**src/rtl/axil_reg_bridge.sv**
```systemverilog
// AXI4-Lite responder that turns each AXI transaction into one REG_BUS access; one outstanding op per direction.
// Define AXIL_RD_TIMEOUT_EN to answer SLVERR/0xDEADBEEF when rvld does not arrive within RD_TIMEOUT cycles.
module axil_reg_bridge #(
  parameter int ADDR_WIDTH = 32,
  parameter int DATA_WIDTH = 32,
  parameter int RD_TIMEOUT = 255
) (
  input  logic                    clk,
  input  logic                    rst,
  input  logic [ADDR_WIDTH-1:0]   s_axil_awaddr,
  input  logic [2:0]              s_axil_awprot,
  input  logic                    s_axil_awvalid,
  output logic                    s_axil_awready,
  input  logic [DATA_WIDTH-1:0]   s_axil_wdata,
  input  logic [DATA_WIDTH/8-1:0] s_axil_wstrb,
  input  logic                    s_axil_wvalid,
  output logic                    s_axil_wready,
  output logic [1:0]              s_axil_bresp,
  output logic                    s_axil_bvalid,
  input  logic                    s_axil_bready,
  input  logic [ADDR_WIDTH-1:0]   s_axil_araddr,
  input  logic [2:0]              s_axil_arprot,
  input  logic                    s_axil_arvalid,
  output logic                    s_axil_arready,
  output logic [DATA_WIDTH-1:0]   s_axil_rdata,
  output logic [1:0]              s_axil_rresp,
  output logic                    s_axil_rvalid,
  input  logic                    s_axil_rready,
  output logic                    m_reg_wren,
  output logic [ADDR_WIDTH-1:0]   m_reg_waddr,
  output logic [DATA_WIDTH-1:0]   m_reg_wdata,
  output logic [DATA_WIDTH/8-1:0] m_reg_wstrb,
  output logic                    m_reg_rden,
  output logic [ADDR_WIDTH-1:0]   m_reg_raddr,
  input  logic [DATA_WIDTH-1:0]   m_reg_rdata,
  input  logic                    m_reg_rvld
);

  localparam int LSB = $clog2(DATA_WIDTH / 8);
  localparam logic [ADDR_WIDTH-1:0] ALIGN_MASK = ~ADDR_WIDTH'((1 << LSB) - 1);

  typedef enum logic [1:0] {W_IDLE, W_ISSUE, W_RESP} w_state_t;
  typedef enum logic [1:0] {R_IDLE, R_ISSUE, R_WAIT, R_RESP} r_state_t;

  w_state_t w_state;
  r_state_t r_state;
  logic     aw_got;
  logic     w_got;
  logic     aw_hs;
  logic     w_hs;
  logic     ar_hs;

  // Protection bits carry no meaning for the register file.
  logic unused_ok;
  assign unused_ok = ^{s_axil_awprot, s_axil_arprot, (RD_TIMEOUT != 0)};

  assign aw_hs = s_axil_awvalid && s_axil_awready;
  assign w_hs  = s_axil_wvalid && s_axil_wready;
  assign ar_hs = s_axil_arvalid && s_axil_arready;

  always_ff @(posedge clk) begin
    if (rst) begin
      w_state        <= W_IDLE;
      aw_got         <= 1'b0;
      w_got          <= 1'b0;
      s_axil_awready <= 1'b0;
      s_axil_wready  <= 1'b0;
      s_axil_bvalid  <= 1'b0;
      s_axil_bresp   <= 2'b00;
      m_reg_wren     <= 1'b0;
      m_reg_waddr    <= '0;
      m_reg_wdata    <= '0;
      m_reg_wstrb    <= '0;
    end else begin
      case (w_state)
        W_IDLE: begin
          // AW and W are collected independently; each ready drops after its own beat.
          if (aw_hs) begin
            aw_got         <= 1'b1;
            s_axil_awready <= 1'b0;
            m_reg_waddr    <= s_axil_awaddr & ALIGN_MASK;
          end else if (!aw_got) begin
            s_axil_awready <= 1'b1;
          end
          if (w_hs) begin
            w_got         <= 1'b1;
            s_axil_wready <= 1'b0;
            m_reg_wdata   <= s_axil_wdata;
            m_reg_wstrb   <= s_axil_wstrb;
          end else if (!w_got) begin
            s_axil_wready <= 1'b1;
          end
          if ((aw_got || aw_hs) && (w_got || w_hs)) begin
            m_reg_wren <= 1'b1;
            w_state    <= W_ISSUE;
          end
        end
        W_ISSUE: begin
          m_reg_wren    <= 1'b0;
          s_axil_bvalid <= 1'b1;
          s_axil_bresp  <= 2'b00;
          w_state       <= W_RESP;
        end
        W_RESP: begin
          if (s_axil_bready) begin
            s_axil_bvalid  <= 1'b0;
            aw_got         <= 1'b0;
            w_got          <= 1'b0;
            s_axil_awready <= 1'b1;
            s_axil_wready  <= 1'b1;
            w_state        <= W_IDLE;
          end
        end
        default: w_state <= W_IDLE;
      endcase
    end
  end

`ifdef AXIL_RD_TIMEOUT_EN
  localparam int CNT_W = ($clog2(RD_TIMEOUT + 1) > 8) ? $clog2(RD_TIMEOUT + 1) : 8;
  localparam logic [DATA_WIDTH-1:0] ERR_DATA = {(DATA_WIDTH / 32){32'hDEAD_BEEF}};
  logic [CNT_W-1:0] rd_cnt;
`endif

  always_ff @(posedge clk) begin
    if (rst) begin
      r_state        <= R_IDLE;
      s_axil_arready <= 1'b0;
      s_axil_rvalid  <= 1'b0;
      s_axil_rresp   <= 2'b00;
      s_axil_rdata   <= '0;
      m_reg_rden     <= 1'b0;
      m_reg_raddr    <= '0;
`ifdef AXIL_RD_TIMEOUT_EN
      rd_cnt         <= '0;
`endif
    end else begin
      case (r_state)
        R_IDLE: begin
`ifdef AXIL_RD_TIMEOUT_EN
          rd_cnt <= '0;
`endif
          if (ar_hs) begin
            s_axil_arready <= 1'b0;
            m_reg_raddr    <= s_axil_araddr & ALIGN_MASK;
            m_reg_rden     <= 1'b1;
            r_state        <= R_ISSUE;
          end else begin
            s_axil_arready <= 1'b1;
          end
        end
        // rvld is honoured in the issue cycle too, which skips R_WAIT entirely.
        R_ISSUE, R_WAIT: begin
          m_reg_rden <= 1'b0;
          if (m_reg_rvld) begin
            s_axil_rdata  <= m_reg_rdata;
            s_axil_rresp  <= 2'b00;
            s_axil_rvalid <= 1'b1;
            r_state       <= R_RESP;
          end
`ifdef AXIL_RD_TIMEOUT_EN
          else if (rd_cnt == CNT_W'(RD_TIMEOUT - 1)) begin
            s_axil_rdata  <= ERR_DATA;
            s_axil_rresp  <= 2'b10;
            s_axil_rvalid <= 1'b1;
            r_state       <= R_RESP;
          end else begin
            rd_cnt  <= rd_cnt + 1'b1;
            r_state <= R_WAIT;
          end
`else
          else begin
            r_state <= R_WAIT;
          end
`endif
        end
        R_RESP: begin
          if (s_axil_rready) begin
            s_axil_rvalid  <= 1'b0;
            s_axil_arready <= 1'b1;
            r_state        <= R_IDLE;
          end
        end
        default: r_state <= R_IDLE;
      endcase
    end
  end

endmodule

```
**config.mk**
```make
export PLATFORM = sky130hd
export DESIGN_NAME = axil_reg_bridge
export DESIGN_NICKNAME = d
export VERILOG_FILES = /design/src/rtl/axil_reg_bridge.sv
export SDC_FILE = /design/constraint.sdc
export NUM_CORES = 1
export LEC_CHECK = 0
export ABC_AREA = 0
export CAP_MARGIN = 10
export CORE_MARGIN = 4
export CORE_UTILIZATION = 38
export CTS_CLUSTER_DIAMETER = 150
export DETAILED_ROUTE_END_ITERATION = 10
export PLACE_DENSITY_LB_ADDON = 0.12
export SLEW_MARGIN = 20
export SYNTH_ARGS = -nofsm -noshare
export SYNTH_HDL_FRONTEND = slang
export SYNTH_SLANG_ARGS = --single-unit
```
**constraint.sdc**
```tcl
create_clock -name clk -period 1.85 [get_ports clk]
set_clock_uncertainty 0.15 [all_clocks]
set_input_delay 0.37 -clock clk [delete_from_list [all_inputs] [get_ports clk]]
set_output_delay 0.37 -clock clk [all_outputs]
set_load 0.1 [all_outputs]
```
After elaboration in Yosys (flattened, before gate mapping) --
Index checks and enable logic that the tools add are counted.
Storage, ports and cells: bits in registers 141, input port bits 146, output and inout bits 143, word-level logic and storage cells 90
Operators by class: equal/unequal tests 14, muxes and demuxes 30, reduce and logical (&&, ||, !) cells 30
Operators by type and width (number):
- AND reduction 2 bit | 10
- one-hot mux 1 bit (2 select lines) | 9
- 2-to-1 mux 1 bit | 15
- AND reduction 3 bit | 5
- inequality test 2 bit (second input constant) | 7
- one-hot mux 2 bit (3 select lines) | 2
- nonzero test 2 bit | 6
- 2-to-1 mux 2 bit | 4
- equality test 2 bit (second input constant) | 3
- inequality test 3 bit (second input constant) | 2
- equality test 2 x 1 -> 1 bit (second input constant) | 2
- logical AND 1 bit | 4
- logical NOT 2 bit | 2
- logical OR 1 bit | 2
- OR reduction 2 bit | 1

Longest topological paths before layout --
depth in word-level cells 5, mapped depth 7

Worst setup path after synthesis --
Ideal clock, no wire load.
path kind reg-to-reg, from reg s_axil_wready, to reg m_reg_wdata[10], library setup time 132 ps, arrival 1645 ps, required time 1568 ps, setup slack -77 ps, cell stages (with the launch flop) 6, buffers on the path 2, clock period less this slack 1927 ps, cells stage by stage dfxtp_1 > nand4bb_1 > buf_2 > clkbuf_1 > nand2_1 > a21oi_1
Between the ends: word-level cells in the longest chain between the ends 2
Ends and longest elaborated chain:
- from (decl) | RTL line 17 | output logic s_axil_wready,
- from (signal assigned) | RTL line 67 | s_axil_wready <= 1'b0;
- from (signal assigned) | RTL line 87 | s_axil_wready <= 1'b0;
- from (signal assigned) | RTL line 91 | s_axil_wready <= 1'b1;
- logical AND 1 bit | RTL line 58 | assign w_hs = s_axil_wvalid && s_axil_wready;
- AND reduction 2 bit (no line)
- to (signal assigned) | RTL line 88 | m_reg_wdata <= s_axil_wdata;
- to (decl) | RTL line 31 | output logic [DATA_WIDTH-1:0] m_reg_wdata,
Every way passes these cells. A chain may end at the register's enable or synchronous reset.

Worst setup path after layout --
from reg r_state[0], to reg s_axil_rdata[26]
Between the ends: word-level cells in the longest chain between the ends 3
Ends and longest elaborated chain:
- from (decl) | RTL line 46 | r_state_t r_state;
- from (signal assigned) | RTL line 127 | r_state <= R_IDLE;
- from (signal assigned) | RTL line 147 | r_state <= R_ISSUE;
- from (signal assigned) | RTL line 159 | r_state <= R_RESP;
- equality test 2 x 1 -> 1 bit / equality test 2 bit (equally long branches) | RTL line 138 | case (r_state)
- OR reduction 2 bit * | RTL line 138
- AND reduction 2 bit (no line) *
- to (signal assigned) | RTL line 156 | s_axil_rdata <= m_reg_rdata;
- to (decl) | RTL line 25 | output logic [DATA_WIDTH-1:0] s_axil_rdata,
Mark *: on every way between the ends. The rest lies on a longest branch, timed or not.

==> parameters.txt <==
Parameter                              Value

Timing
  Maximum clock rate ... 0.616 GHz
  Number of hold-slack violations in the final timing report ... 0
  Worst setup margin ... 227 ps
  Aggregate negative setup slack ... 0 ps
  Final setup violation count ... 0
  Minimum clock period ... 1620 ps
  Final clock period utilization by the worst path ... 87.7%
  Max-slew violation total from the final report ... 0
  Unrepaired setup endpoints after global routing ... false

Pwr
  Internal power summed over all cells ... 7280 uW
  Logic gate share of total power ... 46.5%
  Switching power ... 5290 uW
  IR Drop Worst-Case VDD ... 0.773 mV
  Leakage power figure ... 0.00369 uW
  Proportion of total power due to net switching ... 42.1%
  Power share of the sequential group ... 30.7%
  Clock share of power ... 22.9%
  Total power divided by cell area ... 1280 nW/um^2

Hold path
  Class of the most critical hold timing path ... in -> reg
  Hold Crit Start ... rst

Clocking
  Buffer type at the clock tree root ... sky130_fd_sc_hd__clkbuf_16
  CTS tree ... yes
  Clock transition at the registers of the reported paths ... 50 ps
  Total number of clock tree sinks ... 141
  Post-CTS sizing ... 0
  CTS H-tree lvls ... 4
  Clock insertion delay at the later pin of the skew report ... 410 ps
  Maximum root-to-sink buffer count ... 2
  Count of hold-fix buffers inserted at cts ... 0
  # Post-CTS Setup Buffers ... 0
  TritonCTS Buffers ... 17

Global route
  Via count of the first global-routing pass ... 5076
  Total routing usage reported by global routing ... 21.7%
  Global-route wire length before repair ... 25400 um
  Met3 GRT Util ... 10.3%
  Global-route track usage on met2 ... 38.4%
  Met1 global-route usage ... 22.0%
  Largest net degree at the start of global routing ... 52
  Number of antenna violations at the first check in global routing ... 0
  Global routing's busiest layer ... met2
  Overflow left after global routing ... 0

Synthesis
  Top post-synthesis cells by count ... sky130_fd_sc_hd__nand2_1, sky130_fd_sc_hd__dfxtp_1, sky130_fd_sc_hd__a21oi_1
  Share of synthesized area occupied by flip-flops and latches ... 55.5%
  Share of synthesized registers carrying an async set or reset ... 0%
  Synth unique cells ... 33
  Number of register bits inferred by synthesis ... 141
  Area share of the leading cell type in the synthesized netlist ... 55.5%
  Synthesized area ... 5080 um^2
  Number of instances in the synthesized netlist ... 636
  Largest area contributor in the synthesized netlist ... sky130_fd_sc_hd__dfxtp_1
  Most frequent cell after synthesis ... sky130_fd_sc_hd__nand2_1
  Number of synthesized flops with an enable pin ... 0
  Synthesis Warnings ... 0
  Synthesized area per cell ... 7.99 um^2
  Largest cells by area after synthesis ... sky130_fd_sc_hd__dfxtp_1, sky130_fd_sc_hd__nand2_1, sky130_fd_sc_hd__a21oi_1, sky130_fd_sc_hd__clkbuf_1, sky130_fd_sc_hd__buf_4
  Synth Flop Type ... sky130_fd_sc_hd__dfxtp_1

Critical path
  Worst setup EP type ... flip-flop
  Reg-to-reg setup timing slack ... 230 ps
  Startpoint of the most critical register-to-register path ... r_state[0]
  Arrival time at the worst endpoint ... 1810 ps
  Stages on the worst setup path ... 6
  Startpoint type of the worst setup path ... flip-flop
  Worst setup path class ... reg -> reg
  Count of buffer and inverter cells on the critical path ... 2
  Largest stage delay, worst path ... 370 ps
  Largest delay share family, worst path ... adder cells
  Crit Path Max Fanout ... 32
  Worst R2R End ... s_axil_rdata[26]
  Cell at the slowest stage of the critical path ... sky130_fd_sc_hd__ha_1
  Data required time at the worst endpoint ... 2030 ps
  Register-to-Register Path Depth ... 6
  Series of cell instances along the critical path ... inv_1 > ha_1 > and2_1 > buf_12 > nand2_1 > a21oi_1
  End point of the critical path ... s_axil_rdata[26]
  Worst setup path start ... r_state[0]

Floorplan
  Chip Height ... 124 um
  Ports placed on the boundary ... 289
  Die X ... 124 um
  Initial Utilization ... 39.5%
  Die area ... 15300 um^2
  Core ar. ... 12900 um^2
  FP Rows ... 41

Drt
  Remaining antenna violation count after routing ... 0
  Final routed wire length divided by cell count ... 15.6 um
  Via count of the routed design ... 5168
  Total DRC errors in the routed layout ... 0
  Sum of routed wire length over all layers ... 16800 um
  Number of vias per cell after detailed routing ... 4.80
  Drt first pass iters ... 4
  Violation count after the first detailed-routing iteration ... 307

Finish
  Synth-to-Final Area Change ... 93.1%
  Fin area ... 9810 um^2
  Layout cell share with drive strength beyond 1 ... 20.2%
  Antenna fix cells ... 0
  Final layout net count ... 1043

Placed design
  Area after detailed placement ... 9320 um^2
  Gpl congestion ... 0.795
  Post-Place Setup Slack ... -72.7 ps
  Detailed Place HPWL ... 12900 um
  Port bufs ... 270

Flow run
  Reported max-cap violation count ... 0

Outcome
  Result of the run ... finished clean
sequential cells by signal, indices dropped and copies added (netlist names), 2 cells and up:
signal and count:
m_reg_waddr 30, s_axil_rdata 32, m_reg_wdata 32, r_state 2, m_reg_wstrb 4, m_reg_raddr 30
w_state 2
stage by stage:
step | total power, uW | cells | hold WS [ps] | util [%]
floorplan | 7390 | 643 | 328 | -
global placement | 9660 | 1048 | 329 | 72.4
detailed placement | 9780 | 1048 | 333 | 72.4
CTS | 12700 | 1076 | 114 | 76.2
global route | 13100 | 1076 | 137 | 76.2
finish | 12600 | 1076 | 128 | 76.2
per-layer routing:
metal	vias to the layer above	wire length (um)
li1	2560	-
met3	27	1870
met4	0	388
met5	-	0
met2	211	8740
met1	2370	5820
how the worst min path moves through the flow:
stage                     cells after the start  slack [ps]               to
final                                         3         130       w_state[0]
after detailed placement                      2         330  m_reg_raddr[29]
after global placement                        2         330  m_reg_wdata[19]
after CTS                                     3         110       w_state[0]
after global routing                          3         140       w_state[0]
after floorplan                               2         330           aw_got
worst min-delay path: cells and delay by family:
kind	cells	cell delay, ps
buf+inv	1	100
simple gates	2	160
power groups by stage:
stage	clock, uW	combinational [uW]	sequential (uW)
floorplan	0	1090	6300
global placement	0	5770	3890
detailed placement	0	5860	3920
CTS	2940	5880	3860
global route	3060	6080	3910
finish	2870	5840	3850
area by class of cell:
type,instances,area (um^2)
Multi-Input combinational cell,443,1980
Tap cell,172,215
Clock inverter,3,15.0
Sequential cell,141,2830
Fill cell,868,3060
Inverter,5,18.8
Timing Repair Buffer,287,4280
Clock buffer,25,475
placed cells by master (no fill, tap or decap), types with 4 or more instances in the layout:
| cell type | netlist | routed |
|---|---|---|
| sky130_fd_sc_hd__nand2_1 | 260 | 260 |
| sky130_fd_sc_hd__clkbuf_1 | 22 | 6 |
| sky130_fd_sc_hd__dfxtp_1 | 141 | 138 |
| sky130_fd_sc_hd__nor3_1 | 6 | 6 |
| sky130_fd_sc_hd__a21oi_1 | 137 | 137 |
| sky130_fd_sc_hd__clkbuf_16 | 0 | 17 |
| sky130_fd_sc_hd__buf_4 | 10 | 10 |
| sky130_fd_sc_hd__clkdlybuf4s50_1 | 0 | 134 |
| sky130_fd_sc_hd__inv_1 | 5 | 5 |
| sky130_fd_sc_hd__buf_12 | 0 | 143 |
| sky130_fd_sc_hd__nor2_1 | 4 | 4 |
| sky130_fd_sc_hd__conb_1 | 1 | 8 |
logic make-up (layout without fill, tap and decap cells):
| kind of cell | after synthesis | count (layout) | synth area share (%) |
|---|---|---|---|
| AOI/OAI and AO/OA | 147 | 147 | 14.9 |
| adders and majority gates | 2 | 2 | 0.492 |
| buffers and inverters | 59 | 320 | 6.33 |
| DFF | 141 | 141 | 55.5 |
| muxes | 1 | 1 | 0.222 |
| other | 1 | 8 | 0.0738 |
| and+or+nand+nor | 285 | 285 | 22.5 |
No activity file was read; power rests on OpenSTA's default activity.
